File: src/rtl/invaders_pkg.sv
// -----------------------------------------------------------------------------
// invaders_pkg
// Shared types and helpers for the Space Invaders game controller.
//   game_state_t : IDLE/PLAY/WIN/LOSE encoding driven on game_state
//   pix_src_t    : pixel-source select consumed by the top-level colour mux
//   DEF_N_*      : default sprite counts
//   popcount()   : set-bit count of a 32-bit vector (narrower masks are
//                  zero-extended by the caller)
// -----------------------------------------------------------------------------
package invaders_pkg;

  localparam int DEF_N_ALIENS  = 5;
  localparam int DEF_N_MISSLES = 8;

  // Wide enough for a count of 0..32.
  localparam int POP_W = 6;
  typedef logic [POP_W-1:0] pop_t;

  typedef enum logic [1:0] {
    ST_IDLE = 2'd0,
    ST_PLAY = 2'd1,
    ST_WIN  = 2'd2,
    ST_LOSE = 2'd3
  } game_state_t;

  typedef enum logic [2:0] {
    PIX_BG     = 3'd0,
    PIX_ALIEN  = 3'd1,
    PIX_MISSLE = 3'd2,
    PIX_PLAYER = 3'd3,
    PIX_WIN    = 3'd4,
    PIX_LOSE   = 3'd5
  } pix_src_t;

  function automatic pop_t popcount(input logic [31:0] v);
    pop_t n;
    n = '0;
    for (int i = 0; i < 32; i++) begin
      n = n + pop_t'(v[i]);
    end
    return n;
  endfunction

endpackage

File: src/rtl/invader_game_ctrl_march_timer.sv
// -----------------------------------------------------------------------------
// march_timer
// Counts PLAY frames and pulses march_step when the count reaches the current
// march period, max(MARCH_BASE - MARCH_SPEEDUP*dead_cnt, 1). The formation
// speeds up as aliens die because the period is recomputed every frame from
// the post-commit dead count.
// Ports:
//   clk        : pixel clock
//   rst        : synchronous active-high reset
//   clr        : synchronous clear at PLAY entry
//   frame_en   : one-cycle frame tick, only asserted while the game stays in PLAY
//   dead_cnt   : number of dead aliens after this frame's commit
//   march_step : registered one-cycle pulse on the cycle after frame_en
// -----------------------------------------------------------------------------
module march_timer
  import invaders_pkg::*;
#(
  parameter int MARCH_BASE    = 32,
  parameter int MARCH_SPEEDUP = 5,
  parameter int CNT_W         = $clog2(MARCH_BASE + 1)
) (
  input  logic clk,
  input  logic rst,
  input  logic clr,
  input  logic frame_en,
  input  pop_t dead_cnt,
  output logic march_step
);

  logic [CNT_W-1:0] cnt_q, cnt_d;
  logic [CNT_W-1:0] cnt_inc;
  logic [CNT_W-1:0] period;
  logic             step_q, step_d;
  int               period_i;

  // NOTE: every signal written here gets a default first, so no path leaves
  // a value unassigned and no latch is inferred.
  always_comb begin
    period_i = MARCH_BASE - MARCH_SPEEDUP * int'(dead_cnt);
    if (period_i < 1) period_i = 1;
    period  = CNT_W'(period_i);
    cnt_inc = cnt_q + CNT_W'(1);
    cnt_d   = cnt_q;
    step_d  = 1'b0;
    if (frame_en) begin
      // >= rather than == so a period that shrinks below the running count
      // (a kill this frame) still fires instead of wrapping.
      if (cnt_inc >= period) begin
        cnt_d  = '0;
        step_d = 1'b1;
      end else begin
        cnt_d = cnt_inc;
      end
    end
  end

  // NOTE: sequential state uses non-blocking assignments so every flop samples
  // pre-edge values regardless of statement order.
  always_ff @(posedge clk) begin
    if (rst || clr) begin
      cnt_q  <= '0;
      step_q <= 1'b0;
    end else begin
      cnt_q  <= cnt_d;
      step_q <= step_d;
    end
  end

  assign march_step = step_q;

endmodule

File: src/rtl/invader_game_ctrl.sv
// -----------------------------------------------------------------------------
// invader_game_ctrl
// Frame-synchronous game controller. During a frame it gathers sticky hit
// flags from sprite overlaps; on frame_start it commits kills, retires
// missiles, steps the march timer and advances the IDLE/PLAY/WIN/LOSE FSM.
// It also drives a registered pixel-source select for the colour mux.
// Optional feature: define INVADER_SCORE_EN to build the saturating kill
// score; otherwise score is tied to 0.
// Ports:
//   vga_clk_i, vga_rst_i : pixel clock, synchronous active-high reset
//   frame_start          : one-cycle pulse at pixel (0,0)
//   video_on             : active-display qualifier
//   alien_active[i]      : alien sprite i covers the current pixel
//   missle_active[j]     : missile sprite j covers the current pixel
//   player_active        : player sprite covers the current pixel
//   alien_landed         : alien formation reached the player line
//   start_btn            : debounced start/restart level
//   alien_alive          : live-alien mask
//   missle_kill          : one-cycle missile retire pulses
//   march_step           : one-cycle formation advance pulse
//   game_state           : IDLE=0 PLAY=1 WIN=2 LOSE=3
//   pix_src              : BG/ALIEN/MISSLE/PLAYER/WIN/LOSE select, 1-cycle latency
//   score                : kill count (INVADER_SCORE_EN only)
// -----------------------------------------------------------------------------
module invader_game_ctrl
  import invaders_pkg::*;
#(
  parameter int N_ALIENS      = DEF_N_ALIENS,
  parameter int N_MISSLES     = DEF_N_MISSLES,
  parameter int MARCH_BASE    = 32,
  parameter int MARCH_SPEEDUP = 5,
  parameter int HOLD_FRAMES   = 120
) (
  input  logic                 vga_clk_i,
  input  logic                 vga_rst_i,
  input  logic                 frame_start,
  input  logic                 video_on,
  input  logic [N_ALIENS-1:0]  alien_active,
  input  logic [N_MISSLES-1:0] missle_active,
  input  logic                 player_active,
  input  logic                 alien_landed,
  input  logic                 start_btn,
  output logic [N_ALIENS-1:0]  alien_alive,
  output logic [N_MISSLES-1:0] missle_kill,
  output logic                 march_step,
  output logic [1:0]           game_state,
  output logic [2:0]           pix_src,
  output logic [7:0]           score
);

  localparam int                HOLD_W   = $clog2(HOLD_FRAMES + 1);
  localparam logic [HOLD_W-1:0] HOLD_MAX = HOLD_W'(HOLD_FRAMES);

  game_state_t          state_q, state_d;
  pix_src_t             pix_q, pix_d;
  logic [N_ALIENS-1:0]  alive_q, alive_d;
  logic [N_ALIENS-1:0]  alien_pend_q, alien_pend_d;
  logic [N_MISSLES-1:0] missle_pend_q, missle_pend_d;
  logic [N_MISSLES-1:0] kill_q, kill_d;
  logic [HOLD_W-1:0]    hold_q, hold_d;
  logic [HOLD_W-1:0]    hold_inc;
  logic                 rel_wait_q, rel_wait_d;

  logic                 in_play;
  logic                 commit;
  logic                 capture;
  logic                 play_entry;
  logic                 march_en;
  logic [N_ALIENS-1:0]  alive_post;
  logic [N_ALIENS-1:0]  hit_alien;
  logic [N_ALIENS-1:0]  alive_view;
  logic [31:0]          dead_vec;
  pop_t                 dead_cnt;

  // ---------------------------------------------------------------------------
  // Hit capture, commit and game FSM
  // ---------------------------------------------------------------------------
  always_comb begin
    in_play = (state_q == ST_PLAY);
    commit  = in_play && frame_start;
    capture = in_play && video_on;

    // Post-commit mask. Also used for capture so a hit on the frame_start
    // cycle cannot re-pend an alien that is dying on this very edge.
    alive_post = commit ? (alive_q & ~alien_pend_q) : alive_q;
    hit_alien  = alien_active & alive_post;

    alien_pend_d  = alien_pend_q;
    missle_pend_d = missle_pend_q;
    if (commit) begin
      alien_pend_d  = '0;
      missle_pend_d = '0;
    end
    // Applied after the clear: a hit on the frame_start cycle opens the next frame.
    if (capture && (|missle_active)) alien_pend_d  = alien_pend_d | hit_alien;
    if (capture && (|hit_alien))     missle_pend_d = missle_pend_d | missle_active;
    if (!in_play) begin
      alien_pend_d  = '0;
      missle_pend_d = '0;
    end

    kill_d  = commit ? missle_pend_q : '0;
    alive_d = alive_post;

    hold_inc = (hold_q >= HOLD_MAX) ? HOLD_MAX : hold_q + HOLD_W'(1);

    state_d    = state_q;
    hold_d     = hold_q;
    rel_wait_d = rel_wait_q;
    play_entry = 1'b0;

    // A restart out of WIN/LOSE arms rel_wait; the button must be released
    // before IDLE will accept another start, so one long press starts one game.
    if (!start_btn) rel_wait_d = 1'b0;

    if (frame_start) begin
      unique case (state_q)
        ST_IDLE: begin
          if (start_btn && !rel_wait_q) begin
            state_d    = ST_PLAY;
            play_entry = 1'b1;
          end
        end
        ST_PLAY: begin
          if (alive_post == '0)  state_d = ST_WIN;
          else if (alien_landed) state_d = ST_LOSE;
        end
        ST_WIN, ST_LOSE: begin
          hold_d = hold_inc;
          if ((hold_inc == HOLD_MAX) && start_btn) begin
            state_d    = ST_IDLE;
            rel_wait_d = 1'b1;
          end
        end
        default: state_d = ST_IDLE;
      endcase
    end

    if (play_entry) begin
      alive_d       = '1;
      alien_pend_d  = '0;
      missle_pend_d = '0;
      hold_d        = '0;
    end

    // The frame that ends the game does not march.
    march_en = commit && (state_d == ST_PLAY);

    dead_vec                = '0;
    dead_vec[N_ALIENS-1:0]  = ~alive_post;
    dead_cnt                = popcount(dead_vec);
  end

  // ---------------------------------------------------------------------------
  // Pixel-source select, registered to line up with the image RAM read.
  // IDLE shows the full formation, so every alien counts as live there.
  // ---------------------------------------------------------------------------
  always_comb begin
    alive_view = (state_q == ST_IDLE) ? '1 : alive_q;
    pix_d      = PIX_BG;
    if (state_q == ST_WIN)                  pix_d = PIX_WIN;
    else if (state_q == ST_LOSE)            pix_d = PIX_LOSE;
    else if (|(alien_active & alive_view))  pix_d = PIX_ALIEN;
    else if (|missle_active)                pix_d = PIX_MISSLE;
    else if (player_active)                 pix_d = PIX_PLAYER;
  end

  always_ff @(posedge vga_clk_i) begin
    if (vga_rst_i) begin
      state_q       <= ST_IDLE;
      pix_q         <= PIX_BG;
      alive_q       <= '1;
      alien_pend_q  <= '0;
      missle_pend_q <= '0;
      kill_q        <= '0;
      hold_q        <= '0;
      rel_wait_q    <= 1'b0;
    end else begin
      state_q       <= state_d;
      pix_q         <= pix_d;
      alive_q       <= alive_d;
      alien_pend_q  <= alien_pend_d;
      missle_pend_q <= missle_pend_d;
      kill_q        <= kill_d;
      hold_q        <= hold_d;
      rel_wait_q    <= rel_wait_d;
    end
  end

  march_timer #(
    .MARCH_BASE    (MARCH_BASE),
    .MARCH_SPEEDUP (MARCH_SPEEDUP)
  ) u_march_timer (
    .clk        (vga_clk_i),
    .rst        (vga_rst_i),
    .clr        (play_entry),
    .frame_en   (march_en),
    .dead_cnt   (dead_cnt),
    .march_step (march_step)
  );

  // ---------------------------------------------------------------------------
  // Optional saturating kill score
  // ---------------------------------------------------------------------------
`ifdef INVADER_SCORE_EN
  logic [7:0]  score_q, score_d;
  logic [8:0]  score_sum;
  logic [31:0] pend_vec;

  always_comb begin
    pend_vec               = '0;
    pend_vec[N_ALIENS-1:0] = alien_pend_q;
    score_sum              = {1'b0, score_q} + 9'(popcount(pend_vec));
    score_d                = score_q;
    if (play_entry)  score_d = '0;
    else if (commit) score_d = score_sum[8] ? 8'hff : score_sum[7:0];
  end

  always_ff @(posedge vga_clk_i) begin
    if (vga_rst_i) score_q <= '0;
    else           score_q <= score_d;
  end

  assign score = score_q;
`else
  assign score = 8'h00;
`endif

  assign alien_alive = alive_q;
  assign missle_kill = kill_q;
  assign game_state  = state_q;
  assign pix_src     = pix_q;

endmodule
File: config.mk
export PLATFORM = sky130hd
export DESIGN_NAME = invader_game_ctrl
export DESIGN_NICKNAME = d
export VERILOG_FILES = /design/src/rtl/invaders_pkg.sv /design/src/rtl/invader_game_ctrl_march_timer.sv /design/src/rtl/invader_game_ctrl.sv
export SDC_FILE = /design/constraint.sdc
export NUM_CORES = 1
export LEC_CHECK = 0
export CAP_MARGIN = 20
export CORE_AREA = 3 3 80 82
export DETAILED_ROUTE_END_ITERATION = 16
export DIE_AREA = 0 0 83 85
export PLACE_DENSITY = 0.69
export SYNTH_ARGS = -nofsm -noshare
export SYNTH_HDL_FRONTEND = slang
export SYNTH_SLANG_ARGS = --single-unit
File: constraint.sdc
create_clock -name vga_clk_i -period 6.2 [get_ports vga_clk_i]
set_input_delay 0.93 -clock vga_clk_i [delete_from_list [all_inputs] [get_ports vga_clk_i]]
set_output_delay 0.93 -clock vga_clk_i [all_outputs]
set_load 0.05 [all_outputs]
==> flow_summary.toml <==
[global_route]
grt_use_total = 0.155
antenna_found_initial = 0
first_global_vias = 1930
grt-ovfl-total = 0
grt_max_degree = 18
grt_pass1_wl_um = 9180

[power]
power.total_uw = 571
powerDensity_nw_per_um2 = 187
irDropWorstVdd_uv = 104
cellLeakagePower_nw = 1.27

[clock_tree]
cts_hold_buf = 0
cts_max_level = 2
path_clk_slew_ps = 90
cts_tree = "built"
cts_resized = 0
cts_setup_buffers = 0
cts.path.max_buffers = 2
clock_latency_ps = 300
cts_sinks = 46
root_buffer = "clkbuf_8"
numCtsBuffers = 5

[logic_synthesis]
yosysTopAreaCell = "dfxtp_1"
ys_top_cells_by_count = "dfxtp_1 (46), nand2_1 (31), a21oi_1 (19)"
ys_seq_elements = 46
synth_top_area_share = 0.360
synth_most_common_cell = "dfxtp_1"
ys_warn_count = 0
syn_inst = 285
synthArstFlopShare = 0
yosysUniqueCellTypes = 54
syn_area_um2 = 2560
ys.flop_type = "dfxtp_1"
synthTopCellsByArea = "dfxtp_1 (36%), ha_1 (8.8%), nand2_1 (4.6%)"
yosysSeqAreaShare = 0.360
syn_area_per_cell_um2 = 8.97
synth-edff-count = 0

[sta]
fin_crit_ps = 5400
drv_slew = 0
hold_viol = 0
finClkSkew_ps = 6.21
relSlewSlack = 0.513
period_share = 0.870
worst_pin_slew_ps = 730
max_freq_ghz = 0.185
finalSetupTns_ps = 0
fin_ws_ps = 803
grt_setup_unrepaired = "no"
setup_violations = 0
holdWs_ps = 464

[finish]
fillerInstances = 545
final_cell_count_no_fill = 397
postLayoutCellArea_um2 = 3050
multi_input_area_um2 = 1480
n_antenna_cell = 0
area_growth_pct = 19.2
num-nets-final = 362
final_util = 0.524
ff_latch_area_um2 = 921
layout-drive-gt1-share = 0.0621

[setup_path]
crit_buf_inv = 5
cp_data_arrival_time_ps = 5630
critPathCaptureType = "flip-flop"
worstPathMaxFanout = 7
start_kind = "primary input"
cp_data_required_time_ps = 6430
crit_chain = "clkdlybuf4s50_1 -> and3b_1 -> nand2_1 -> nand2_1 -> fa_1 -> inv_1 -> fa_1 -> inv_1 -> ha_1 -> ha_1 -> inv_1 -> ha_1 -> inv_1 -> ha_1 -> nor3_1 -> or3_1 -> nand3_1 -> ha_1 -> a21oi_1 -> o21ai_0 -> a21oi_1 -> nand3_1 -> a21oi_1"
crit_type = "primary input to flip-flop"
slowest_delay_ps = 550
path_delay_family = "adder cells"
worst_path_max_delay_cell = "fa_1"
r2r_slack_ps = 1210
crit_top_cell = "ha_1"

[die]
die-area_um2 = 7060
die_h_um = 85
io_pins = 47
start_util = 0.440
core_area_um2 = 5820
dieWidth_um = 83
rows = 28

[placement]
dpl.hpwl_um = 4050
place_congestion = 0.914
dp.cells = 389
place_ws_ps = 489
port-buffer-count = 38
place_area_um2 = 2950

[drt]
drt-total-wl_um = 5340
drcViolationCount = 0
drt_iter0_markers = 117
ant_nets = 0
wire_per_inst_um = 13.5
viasPerCell = 5.24
via_count = 2079
dr.pass1.iters = 5

[min_path]
holdCritPathClass = "flip-flop to flip-flop"

[run_status]
run_status = "finished clean"

[run]
drv_cap = 0
## logic make-up after synthesis
group                    after synthesis  synth area share
AO/OA/AOI/OAI                         69             0.201
XOR/XNOR                               5            0.0171
adder cells (fa/ha/maj)               21             0.112
buffers and inverters                 34            0.0710
flip-flops                            46             0.360
multiplexers                           3            0.0117
other                                  1           0.00147
AND/OR/NAND/NOR                      106             0.226
## flip-flops by register name, indices dropped and copies added, names as in the netlist
signal / cells
u_march_timer.cnt_q: 6
rel_wait_q: 1
alien_pend_q: 5
missle_kill: 8
missle_pend_q: 8
alien_alive: 5
pix_src: 3
hold_q: 7
u_march_timer.march_step: 1
game_state: 2
## power by group
part | internal (mW) | total (mW) | switching (mW)
sequential | 0.299 | 0.304 | 0.00507
combinational | 0.0257 | 0.0692 | 0.0435
clock | 0.0844 | 0.198 | 0.114
## per-layer routing
layer	share of wire	GRT usage	up-vias
met4	0.0049	0.0431	0
met3	0.044	0.0301	5
met1	0.47	0.200	952
met2	0.48	0.266	51
met5	0	0	-
li1	-	-	1071
## worst register-to-register path, delay by kind of cell (launching register included)
| family | cells | cell delay (ps) |
|---|---|---|
| fa+ha+maj | 7 | 2220 |
| simple gates | 7 | 1090 |
| compound gates | 4 | 760 |
| flops | 1 | 620 |
| buf+inv | 4 | 230 |
## path summary, 6_finish.rpt
check | cells after the start | endpoint | startpoint
min | 1 | missle_kill[0] | missle_pend_q[0]
min reg2reg | 1 | missle_kill[0] | missle_pend_q[0]
max reg2reg | 22 | u_march_timer.cnt_q[1] | game_state[1]
max | 23 | u_march_timer.cnt_q[1] | frame_start
## area by class of cell
| cell class | count | area share |
|---|---|---|
| Multi-Input combinational cell | 212 | 0.486 |
| Clock inverter | 3 | 0.00944 |
| Inverter | 16 | 0.0197 |
| Timing Repair Buffer | 40 | 0.130 |
| Clock buffer | 5 | 0.0226 |
| Sequential cell | 46 | 0.302 |
| Tap cell | 75 | 0.0308 |
## cell usage in the layout (no fill, tap or decap), types with 3 or more instances in the layout
master / synthesis / final
a22o_1: 9 / 9
o21ai_1: 7 / 7
nand4_1: 3 / 3
nand3_1: 12 / 12
nand2_1: 31 / 31
a21o_1: 3 / 3
xnor2_1: 3 / 3
and2_1: 10 / 10
nor2b_1: 3 / 3
nor2_1: 15 / 15
nand2b_1: 5 / 5
nor3_1: 4 / 4
ha_1: 18 / 18
nor4_1: 3 / 3
clkdlybuf4s50_1: 0 / 38
o31ai_1: 3 / 3
a22oi_1: 4 / 4
dfxtp_1: 46 / 46
a32o_1: 3 / 3
mux2i_1: 3 / 3
o21ai_0: 4 / 4
conb_1: 1 / 8
inv_1: 16 / 16
fa_1: 3 / 3
clkbuf_8: 0 / 5
a21oi_1: 19 / 19
and3_1: 7 / 7
(Power assumes the default switching activity.)
